**src/rtl/reaction_pkg.sv**
```systemverilog
// Shared constants for the reaction-time trial controller: FSM encodings, LFSR seed/taps, result codes.
package reaction_pkg;

  localparam logic [2:0] S_IDLE   = 3'd0;
  localparam logic [2:0] S_ARM    = 3'd1;
  localparam logic [2:0] S_DELAY  = 3'd2;
  localparam logic [2:0] S_GO     = 3'd3;
  localparam logic [2:0] S_REPORT = 3'd4;

  localparam logic [15:0] LFSR_SEED = 16'hACE1;
  // Fibonacci taps 16,14,13,11 -> bits 15,13,12,10
  localparam logic [15:0] LFSR_TAPS = 16'hB400;

  // All ones; the low CNT_W bits form the false-start code
  localparam logic [31:0] EARLY_CODE = '1;

  function automatic logic [15:0] lfsr_step(input logic [15:0] s);
    return {s[14:0], ^(s & LFSR_TAPS)};
  endfunction

endpackage

```
**src/rtl/reaction_trial_ctrl_tick.sv**
```systemverilog
// Millisecond prescaler: counts 0..PRESCALE-1, pulses o_tick on the last count, clearable.
module ms_tick_gen #(
  parameter int PRESCALE = 10000
) (
  input  logic i_clk,
  input  logic i_rst_n,
  input  logic i_clr,
  output logic o_tick
);

  localparam int CW = (PRESCALE > 1) ? $clog2(PRESCALE) : 1;

  logic [CW-1:0] r_cnt;
  logic          w_last;

  assign w_last = (r_cnt == CW'(PRESCALE - 1));
  assign o_tick = w_last;

  always_ff @(posedge i_clk) begin
    if (!i_rst_n)     r_cnt <= '0;
    else if (i_clr)   r_cnt <= '0;
    else if (w_last)  r_cnt <= '0;
    else              r_cnt <= r_cnt + CW'(1);
  end

endmodule

```
**src/rtl/reaction_trial_ctrl.sv**
```systemverilog
// One reaction-time trial: arm, random hold-off, GO lamp, latency capture, valid/ready result hand-off.
module reaction_trial_ctrl
  import reaction_pkg::*;
#(
  parameter int PRESCALE     = 10000,
  parameter int MIN_DELAY_MS = 1000,
  parameter int RAND_BITS    = 10,
  parameter int TIMEOUT_MS   = 2000,
  parameter int CNT_W        = 12
) (
  input  logic             i_clk,
  input  logic             i_rst_n,
  input  logic             i_ena,
  input  logic             i_start,
  input  logic             i_btn,
  output logic             o_led_go,
  output logic             o_busy,
  output logic [CNT_W-1:0] o_result_ms,
  output logic             o_result_early,
  output logic             o_result_tout,
  output logic             o_result_valid,
  input  logic             i_result_ready,
  output logic [2:0]       o_state_dbg
);

  localparam int DLY_W = $clog2(MIN_DELAY_MS + 2**RAND_BITS);

  logic [2:0]       r_state, w_nxt;
  logic [15:0]      r_lfsr;
  logic             r_start_q, r_btn_q;
  logic [DLY_W-1:0] r_dly;
  logic [CNT_W-1:0] r_ms;
  logic [CNT_W-1:0] r_result;
  logic             r_early, r_tout;

  logic w_start_rise, w_btn_rise, w_tick, w_clr;
  logic w_load_dly, w_go_entry, w_cap_early, w_cap_btn, w_cap_tout;

  assign w_start_rise = i_start & ~r_start_q;
  assign w_btn_rise   = i_btn & ~r_btn_q;
  assign w_clr        = w_load_dly | w_go_entry;

  ms_tick_gen #(.PRESCALE(PRESCALE)) u_tick (
    .i_clk   (i_clk),
    .i_rst_n (i_rst_n),
    .i_clr   (w_clr),
    .o_tick  (w_tick)
  );

  // State register plus the datapath it sequences
  always_ff @(posedge i_clk) begin
    if (!i_rst_n) begin
      r_state   <= S_IDLE;
      r_lfsr    <= LFSR_SEED;
      r_start_q <= 1'b0;
      r_btn_q   <= 1'b0;
      r_dly     <= '0;
      r_ms      <= '0;
      r_result  <= '0;
      r_early   <= 1'b0;
      r_tout    <= 1'b0;
    end else begin
      r_state   <= w_nxt;
      r_lfsr    <= lfsr_step(r_lfsr);
      r_start_q <= i_start;
      r_btn_q   <= i_btn;

      if (w_load_dly)
        r_dly <= DLY_W'(MIN_DELAY_MS) + DLY_W'(r_lfsr[RAND_BITS-1:0]);
      else if (r_state == S_DELAY && w_tick && r_dly != '0)
        r_dly <= r_dly - DLY_W'(1);

      if (w_go_entry)                   r_ms <= '0;
      else if (r_state == S_GO && w_tick) r_ms <= r_ms + CNT_W'(1);

      if (w_cap_early) begin
        r_result <= EARLY_CODE[CNT_W-1:0];
        r_early  <= 1'b1;
        r_tout   <= 1'b0;
      end else if (w_cap_btn) begin
        r_result <= r_ms;
        r_early  <= 1'b0;
        r_tout   <= 1'b0;
      end else if (w_cap_tout) begin
        r_result <= CNT_W'(TIMEOUT_MS);
        r_early  <= 1'b0;
        r_tout   <= 1'b1;
      end
    end
  end

  // Next state; btn rise outranks expiry/timeout, ena low overrides everything
  always_comb begin
    w_nxt       = r_state;
    w_load_dly  = 1'b0;
    w_go_entry  = 1'b0;
    w_cap_early = 1'b0;
    w_cap_btn   = 1'b0;
    w_cap_tout  = 1'b0;
    case (r_state)
      S_IDLE:   if (w_start_rise) w_nxt = S_ARM;
      S_ARM:    if (!i_btn) begin w_load_dly = 1'b1; w_nxt = S_DELAY; end
      S_DELAY:
        if (w_btn_rise)          begin w_cap_early = 1'b1; w_nxt = S_REPORT; end
        else if (r_dly == '0)    begin w_go_entry  = 1'b1; w_nxt = S_GO;     end
      S_GO:
        if (w_btn_rise)          begin w_cap_btn  = 1'b1; w_nxt = S_REPORT; end
        else if (r_ms == CNT_W'(TIMEOUT_MS))
                                 begin w_cap_tout = 1'b1; w_nxt = S_REPORT; end
      S_REPORT: if (i_result_ready) w_nxt = S_IDLE;
      default:  w_nxt = S_IDLE;
    endcase
    if (!i_ena) begin
      w_nxt       = S_IDLE;
      w_load_dly  = 1'b0;
      w_go_entry  = 1'b0;
      w_cap_early = 1'b0;
      w_cap_btn   = 1'b0;
      w_cap_tout  = 1'b0;
    end
  end

  always_comb begin
    o_led_go       = (r_state == S_GO);
    o_busy         = (r_state != S_IDLE);
    o_result_valid = (r_state == S_REPORT);
    o_result_ms    = r_result;
    o_result_early = r_early;
    o_result_tout  = r_tout;
    o_state_dbg    = r_state;
  end

endmodule
```
**config.mk**
```make
export PLATFORM = sky130hd
export DESIGN_NAME = reaction_trial_ctrl
export DESIGN_NICKNAME = d
export VERILOG_FILES = /design/src/rtl/reaction_pkg.sv /design/src/rtl/reaction_trial_ctrl_tick.sv /design/src/rtl/reaction_trial_ctrl.sv
export SDC_FILE = /design/constraint.sdc
export NUM_CORES = 1
export LEC_CHECK = 0
export CORE_MARGIN = 2
export CORE_UTILIZATION = 45
export DETAILED_ROUTE_END_ITERATION = 16
export GPL_TIMING_DRIVEN = 1
export SLEW_MARGIN = 30
export SYNTH_ARGS = -nofsm -noshare
export SYNTH_HDL_FRONTEND = slang
export SYNTH_SLANG_ARGS = --single-unit
```
**constraint.sdc**
```tcl
create_clock -name i_clk -period 4.6 [get_ports i_clk]
set_clock_uncertainty 0.05 [all_clocks]
set_input_delay 0.69 -clock i_clk [delete_from_list [all_inputs] [get_ports i_clk]]
set_output_delay 0.69 -clock i_clk [all_outputs]
set_load 0.02 [all_outputs]
```
Word level (Yosys, flattened, before mapping)
Index checks and enable logic that the tools add are counted.
- latch bits: 0
- output and inout port bits: 20
- memory bits (read-only): 0
- register bits after elaboration: 72
- RAM bits: 0
- memories: 0
- word-level logic and storage cells: 78
- $lt $le $gt $ge: 0
- add/subtract/negate cells: 4
- div/mod/pow operators: 0
- reductions and logical operators: 15
- multiply operators: 0
- shift operators: 0
- mux-type cells: 32
- bitwise operators: 6
- equal/unequal tests: 11
- operator list (kind ; count):
    $mux 12 ; 3
    $mux 11 ; 2
    $mux 3 ; 7
    $mux 1 ; 19
    $reduce_xor 16->1 ; 1
    $pmux 3 s5 ; 1
    $add 14x1->14 const B ; 1
    $eq 14x14->1 const B ; 1
    $add 12x1->12 const B ; 1
    $eq 12x11->1 const B ; 1
    $add 10x10->11 const A ; 1
    $logic_not 11->1 ; 1
    $reduce_bool 11->1 ; 1
    $sub 11x1->11 const B ; 1
    $eq 3x2->1 const B ; 2
    $reduce_bool 3->1 ; 2
    $reduce_or 3->1 ; 2
    $reduce_and 5->1 ; 1
    $ne 2x2->1 const B ; 2
    $eq 3x1->1 const B ; 1
    $eq 3x3->1 const B ; 1
    $logic_and 1x1->1 ; 3
    $logic_not 3->1 ; 1
    $ne 3x1->1 const B ; 1
    other kinds (8) ; 11

Longest topological paths before layout
Gate-level depths: netlist (run 1).
- depth in word-level cells: 8
- depth in mapped cells: 8
- depth with buffers taken out: 7

Modules after synthesis
From an unflattened synthesis (run 1), not the netlist that was laid out.
- cells, all modules: 344
- area, all modules: 3160.5 µm²
- modules (own cells, without submodules) (module ; sequential area each (µm²) ; times used ; area an instance (µm²) ; cells an instance):
    reaction_trial_ctrl ; 1161.1 ; 1 ; 2548.7 ; 275
    ms_tick_gen ; 280.3 ; 1 ; 611.8 ; 69

Worst setup path after synthesis (run 1)
No wires, ideal clock.
- path type: register to register
- from: register r_dly[0]
- to: register u_tick.r_cnt[13]
- period minus slack after synthesis: 2519 ps
- path slack: 2081 ps
- cell stages (with the launch flop): 9
- buffers on the path: 1
- arrival: 2355 ps
- cell sequence: dfxtp_1 > inv_1 > ha_1 > or4b_2 > or4_4 > o31ai_2 > nand3b_1 > buf_4 > nor2_1
- cells in the longest elaborated chain, start to end: 7
- ends and longest elaborated chain (item ; line ; RTL):
    from (decl) ; reaction_trial_ctrl.sv:31 ; logic [DLY_W-1:0] r_dly;
    from (signal assigned) ; reaction_trial_ctrl.sv:69 ; r_dly <= DLY_W'(MIN_DELAY_MS) + DLY_W'(r_lfsr[RAND_BITS-1:0]);
    from (signal assigned) ; reaction_trial_ctrl.sv:71 ; r_dly <= r_dly - DLY_W'(1);
    $logic_not 11->1 ; reaction_trial_ctrl.sv:105 ; else if (r_dly == '0) begin w_go_entry = 1'b1; w_nxt = S_GO; end
    $mux 1 ; reaction_trial_ctrl.sv:105 ;
    $mux 1 ; reaction_trial_ctrl.sv:104 ; if (w_btn_rise) begin w_cap_early = 1'b1; w_nxt = S_REPORT; end
    $mux 1 ; reaction_trial_ctrl.sv:100 ; case (r_state)
    $mux 1 ; reaction_trial_ctrl.sv:113 ; if (!i_ena) begin
    $or 1x1->1 ; reaction_trial_ctrl.sv:41 ; assign w_clr = w_load_dly | w_go_entry;
    $reduce_or 3->1 (no line) ; n/a ;
    to (signal assigned) ; reaction_trial_ctrl_tick.sv:23 ; else r_cnt <= r_cnt + CW'(1);
    to (decl) ; reaction_trial_ctrl_tick.sv:13 ; logic [CW-1:0] r_cnt;
No other way between the ends.
A chain may end at the register's enable or synchronous reset.

Final worst setup path (run 1)
- from: register r_state[1], in the netlist o_state_dbg[1]
- to: output port o_led_go
- cells in the longest elaborated chain, start to end: 1
- ends and longest elaborated chain (item ; line ; RTL):
    from (decl) ; reaction_trial_ctrl.sv:28 ; logic [2:0] r_state, w_nxt;
    from (signal assigned) ; reaction_trial_ctrl.sv:63 ; r_state <= w_nxt;
    $eq 3x2->1 ; reaction_trial_ctrl.sv:124 ; o_led_go = (r_state == S_GO);
    to (decl) ; reaction_trial_ctrl.sv:16 ; output logic o_led_go,
No other way between the ends.

==> impl_metrics.toml, run 1 <==
[detailed_routing]
detailedRoute.firstPassIterationCount = 4
initialDrtViolationCount = 136
remaining_drc_errors = 0
detailroute.via_count = 2532
routedWlPerCell_microns = 12.7
final_antenna_net_count = 0
totalWireLength_mm = 6.26
post_drt_via_cell_ratio = 5.15

[layout]
fillerInstances = 675
syn2layout_area_growth_pct = 17.2
diodes = 0
layout.cells.most_common = "dfxtp_1"
finish.instance_area_sq_mm = 0.00384
commonest_cells_after_routing_fill_and_taps_aside = "72 x dfxtp_1, 41 x nor2_1, 36 x nand2_1"
sequential_cell_area_sq_mm = 0.00144
design.final.nets = 400
multi_input_area_sq_mm = 0.00170
layout-drive-gt1-share_pct = 10.4

[power]
power.switching_mw = 0.302
vdd.ir_drop.worst_uv = 200
power.sequential.fraction_pct = 48.7
p_int_mw = 1.04
total_leakage_power_nw = 1.35
comb_power_share_pct = 6.4
switching_share_pct = 22.6
clkPwrFrac_pct = 45.0
power-per-cell-area_mw_per_mm2 = 349

[sta]
layout_worst_path_cycle_share_pct = 67.6
tightestPinTransition_ns = 0.623
max-slew-margin-rel_pct = 58.1
rsz0062_at_grt = "no"
final_max_slew_viol_count = 0
final_sum_of_negative_setup_slack_ns = 0
hold-worst-slack_ns = 0.363
period_needed_ns = 3.11
max_clock_freq_ghz = 0.322
report.final.hold_viol_count = 0
number_of_setup_violations_in_the_final_report = 0

[die]
ioPinCount = 26
die_w_microns = 89.3
start_util_pct = 45.9
die_area_sq_mm = 0.00797
core_sq_mm = 0.00714
core.rowCount = 31
fp.dieH_microns = 89.3

[logic_synthesis]
synth_ff_type = "dfxtp_1"
ys_async_sr_fraction_pct = 0
yosysSeqAreaShare_pct = 44.0
postSynthNetCount = 378
distinct_cell_type_count_of_the_synthesized_netlist = 47
synth_enable_flop_cells = 0
synth_seq_cells = 72
yosys_warnings = 0
avgSynthCellArea_sq_um = 8.95
post_synth_instance_area_sq_mm = 0.00327
synthCells = 366

[cts]
cts_num_sinks = 72
ctsHoldBuffers = 0
cts_max_path_buffers = 2
cts_made_buffers = 9
tritoncts = "built"
ctsRootBufferMaster = "clkbuf_8"
h-tree-depth = 3
clk-insertion-delay-late_ns = 0.35
post_cts.repair.setup_buffers = 0
post_cts.resized_instances = 0
clkSlewWorstSetupHoldPaths_ns = 0.08

[place]
postPlaceCellArea_sq_mm = 0.00359
dp.final_hpwl_mm = 4.29
portBuffers = 25
gp_congestion = 0.782

[flow_run]
cap_violations = 0

[global_routing]
via_count_of_the_first_global_routing_pass = 2277
global_route.overflow_total = 0
grt_antenna_before_repair = 0
wire_length_of_the_first_global_routing_pass_mm = 10.7
grt_max_degree = 44
groute.usage.overall_pct = 17.7

[critical_path]
startpoint_type = "flop"
worstSetupEndpointType = "output port"
worst-setup-path-type = "flop to output port"
required_ns = 3.86
critical_path_maximum_fanout = 13
critPathArrivalTime_ns = 2.37

[hold_path]
worst_hold_path_class = "flop to flop"

[run_status]
run_status = "completed"
-- worst paths after layout --
path                endpoint  depth (start not counted)      startpoint  slack, ns
max reg2reg  u_tick.r_cnt[2]                          8        r_dly[1]       1.71
min               r_lfsr[15]                          1      r_lfsr[14]       0.36
min reg2reg       r_lfsr[15]                          1      r_lfsr[14]       0.36
max                 o_led_go                          4  o_state_dbg[1]       1.49
-- logic make-up after synthesis --
kind of cell	share of synthesized area (%)
and+or+nand+nor	28.5
DFF	44.0
AOI/OAI and AO/OA	10.5
xor gates and xnor gates	10.2
buffers and inverters	4.13
adders and majority gates	2.29
muxes	0.306
-- registers in the layout (all words and copies together) (netlist names) --
register and count:
r_btn_q 1, r_lfsr 16, u_tick.r_cnt 14, o_result_early 1, o_result_tout 1, r_dly 11
o_state_dbg 3, r_start_q 1, o_result_ms 12, r_ms 12
-- critical path: stages (launching register included) --
cell	delay, ns
dfxtp_1	0.46
nor2b_1	0.32
nand2_1	0.36
inv_1	0.24
clkdlybuf4s50_1	0.63
-- cells in the mapped netlist, drive strengths merged (7+ instances only) --
cell,n,area share [%]
dfxtp,72,44
nor2,41,4.7
nand2,36,4.1
xnor2,28,7.5
a21oi,20,3.1
inv,14,1.6
nand3,12,1.8
nor3,12,1.8
nor4,12,4.7
o21ai,12,1.8
clkbuf,11,1.3
xor2,10,2.7
nand2b,8,1.5
and2,7,1.3
nand4,7,1.3
o31ai,7,1.8
-- stage by stage --
step	power [mW]	std cells	setup WS, ns	utilization [%]
final	1.34	492	1.49	53.8
after global routing	1.41	492	1.31	53.8
after CTS	1.36	492	1.48	53.8
after detailed placement	0.753	476	1.67	50.3
after global placement	0.752	476	1.75	50.3
after floorplan	0.729	366	2.08	-
-- per-layer routing --
metal / GRT usage, % / wire (microns) / up-vias
li1: - / - / 1314
met1: 22.6 / 2950 / 1172
met2: 27.7 / 2970 / 37
met3: 5.54 / 215 / 9
met4: 7.06 / 121 / 0
met5: 0 / 0 / -
-- layout make-up --
| type | count | share of cell area [%] |
|---|---|---|
| Clock buffer | 9 | 3.23 |
| Clock inverter | 7 | 3.13 |
| Inverter | 15 | 1.47 |
| Multi-Input combinational cell | 262 | 44.3 |
| Sequential cell | 72 | 37.6 |
| Tap cell | 99 | 3.23 |
| Timing Repair Buffer | 28 | 7.11 |
-- power by group through the flow --
| stage | sequential (mW) | combinational [mW] | clock (mW) |
|---|---|---|---|
| floorplan | 0.664 | 0.0650 | 0 |
| detailed placement | 0.667 | 0.0859 | 0 |
| CTS | 0.652 | 0.0864 | 0.624 |
| finish | 0.652 | 0.0853 | 0.603 |
| global placement | 0.667 | 0.0849 | 0 |
| global route | 0.655 | 0.0967 | 0.653 |
Power figures use the tool's default switching activity.
==> run 2: changes to the inputs <==
--- a/config.mk
+++ b/config.mk
@@ -9,6 +9,7 @@
 export CORE_UTILIZATION = 45
 export DETAILED_ROUTE_END_ITERATION = 16
 export GPL_TIMING_DRIVEN = 1
+export PLACE_DENSITY = 0.67
 export SLEW_MARGIN = 30
 export SYNTH_ARGS = -nofsm -noshare
 export SYNTH_HDL_FRONTEND = slang
==> constraint.sdc (replaced) <==
create_clock -name i_clk -period 2.6 [get_ports i_clk]
set_clock_uncertainty 0.05 [all_clocks]
set_input_delay 0.39 -clock i_clk [delete_from_list [all_inputs] [get_ports i_clk]]
set_output_delay 0.39 -clock i_clk [all_outputs]
set_load 0.02 [all_outputs]
==> impl_metrics.toml, run 2 (same netlist as run 1, synthesis figures left out) <==
[place]
gp_congestion = 0.896
numPlacedInstances = 485
dp.final_hpwl_mm = 4.36
portBuffers = 25

[sta]
period_needed_ns = 2.48
final_max_slew_viol_count = 0
hold-worst-slack_ns = 0.359
layout_worst_path_cycle_share_pct = 95.4
number_of_setup_violations_in_the_final_report = 0
max_clock_freq_ghz = 0.403
final_sum_of_negative_setup_slack_ns = 0
report.final.hold_viol_count = 0
max-slew-margin-rel_pct = 64.1
tightestPinTransition_ns = 0.537
rsz0062_at_grt = "no"

[detailed_routing]
detailroute.via_count = 2602
final_antenna_net_count = 0
detailedRoute.firstPassIterationCount = 4
remaining_drc_errors = 0
routedWlPerCell_microns = 12.3
totalWireLength_mm = 6.14
post_drt_via_cell_ratio = 5.19
initialDrtViolationCount = 70

[cts]
clk-insertion-delay-late_ns = 0.34
h-tree-depth = 3
clkSlewWorstSetupHoldPaths_ns = 0.07
ctsRootBufferMaster = "clkbuf_8"
cts_max_path_buffers = 2
cts_num_sinks = 72
post_cts.repair.setup_buffers = 0
tritoncts = "built"
cts_made_buffers = 9

[layout]
finalCoreUtilization_pct = 54.3
design.final.nets = 409
commonest_cells_after_routing_fill_and_taps_aside = "72 x dfxtp_1, 41 x nor2_1, 36 x nand2_1"
diodes = 0
regMostFlops = "r_lfsr"
largest_register_ffs = 16
layout-drive-gt1-share_pct = 12.4
largest_registers = "r_lfsr x16, u_tick.r_cnt x14"
final_cell_count_no_fill = 501
layout.cells.most_common = "dfxtp_1"
syn2layout_area_growth_pct = 18.4

[critical_path]
worst_setup_path_endpoint = "r_dly[1]"
critical_path_maximum_fanout = 25
worst_setup_path_startpoint = "u_tick.r_cnt[5]"
required_ns = 2.80
startpoint_type = "flop"
worstSetupEndpointType = "flop"
rr_worst_depth = 6
worstReg2RegStart = "u_tick.r_cnt[5]"
worst-setup-path-type = "flop to flop"
critPathArrivalTime_ns = 2.68
worst-r2r-setup-slack_ns = 0.12
worstReg2RegEnd = "r_dly[1]"

[global_routing]
groute.usage.overall_pct = 17.1
grt_antenna_before_repair = 0
global_route.overflow_total = 0
grt_max_degree = 26
wire_length_of_the_first_global_routing_pass_mm = 10.6
via_count_of_the_first_global_routing_pass = 2407

[die]
core.rowCount = 31
die_w_microns = 89.3
ioPinCount = 26
fp.dieH_microns = 89.3
core_sq_mm = 0.00714
start_util_pct = 45.9
die_area_sq_mm = 0.00797

[hold_path]
worst_hold_path_class = "flop to flop"
whs_path_depth = 1

[power]
totalPowerFinal_mw = 2.21
vdd.ir_drop.worst_uv = 312
total_leakage_power_nw = 1.38
power-per-cell-area_mw_per_mm2 = 570

[run_status]
run_status = "completed"

[flow_run]
cap_violations = 0
[run 2: changes by cell type in the layout (fill, tap and decap cells not counted), sizes merged]
cell	delta
bufinv	-2
buf	+9
clkinvlp	+1
clkinv	-1
clkbuf	+2
[run 2: worst max-delay path, cell delays in order (launching register included)]
cell     delay, ns
dfxtp_1       0.35
or4b_1        0.51
or4_1         0.51
buf_4         0.25
nor3_1        0.39
nor2_1        0.07
o32ai_1       0.25
[run 2: what timing repair did]
| action | in CTS | in global routing |
|---|---|---|
| hold buffers | 0 | 0 |
| endpoints found under the setup margin | 0 | 15 |
| gates resized for setup | 0 | 2 |
[run 2: where the power goes]
group	internal, mW	switching (mW)
combinational	0.0752	0.0865
clock	0.492	0.402
sequential	1.13	0.0210
total	1.70	0.510
[run 2: per-stage QoR]
step,instance area (sq um),setup slack (ns)
floorplan,3270,0.0807
global placement,3660,0.0907
detailed placement,3660,0.0787
CTS,3870,0.0683
global route,3880,0.00114
finish,3880,0.119
[run 2: metal layers]
metal	wire, microns	global-route usage, %	up-vias	share of wire, %
li1	-	-	1341	-
met1	2900	21.3	1208	47
met2	2910	27.5	41	47
met3	197	3.32	12	3.2
met4	130	9.63	0	2.1
met5	0	0	-	0
[run 2: cell type report]
| type | instances | area, sq um |
|---|---|---|
| sequential | 72 | 1440 |
| fill | 685 | 3260 |
| tap | 99 | 124 |
| timing repair buffer | 37 | 344 |
| clock inverter | 5 | 55.1 |
| clock buffer | 11 | 151 |
| inverter | 15 | 56.3 |
| multi-input combinational | 262 | 1700 |
[run 2: worst min-delay path by stage]
stage / slack (ns) / to / from
final: 0.36 / r_lfsr[15] / r_lfsr[14]
after global routing: 0.38 / r_lfsr[15] / r_lfsr[14]
after CTS: 0.36 / r_lfsr[15] / r_lfsr[14]
after detailed placement: 0.35 / r_lfsr[15] / r_lfsr[14]
after global placement: 0.34 / r_lfsr[15] / r_lfsr[14]
after floorplan: 0.34 / r_lfsr[15] / r_lfsr[14]
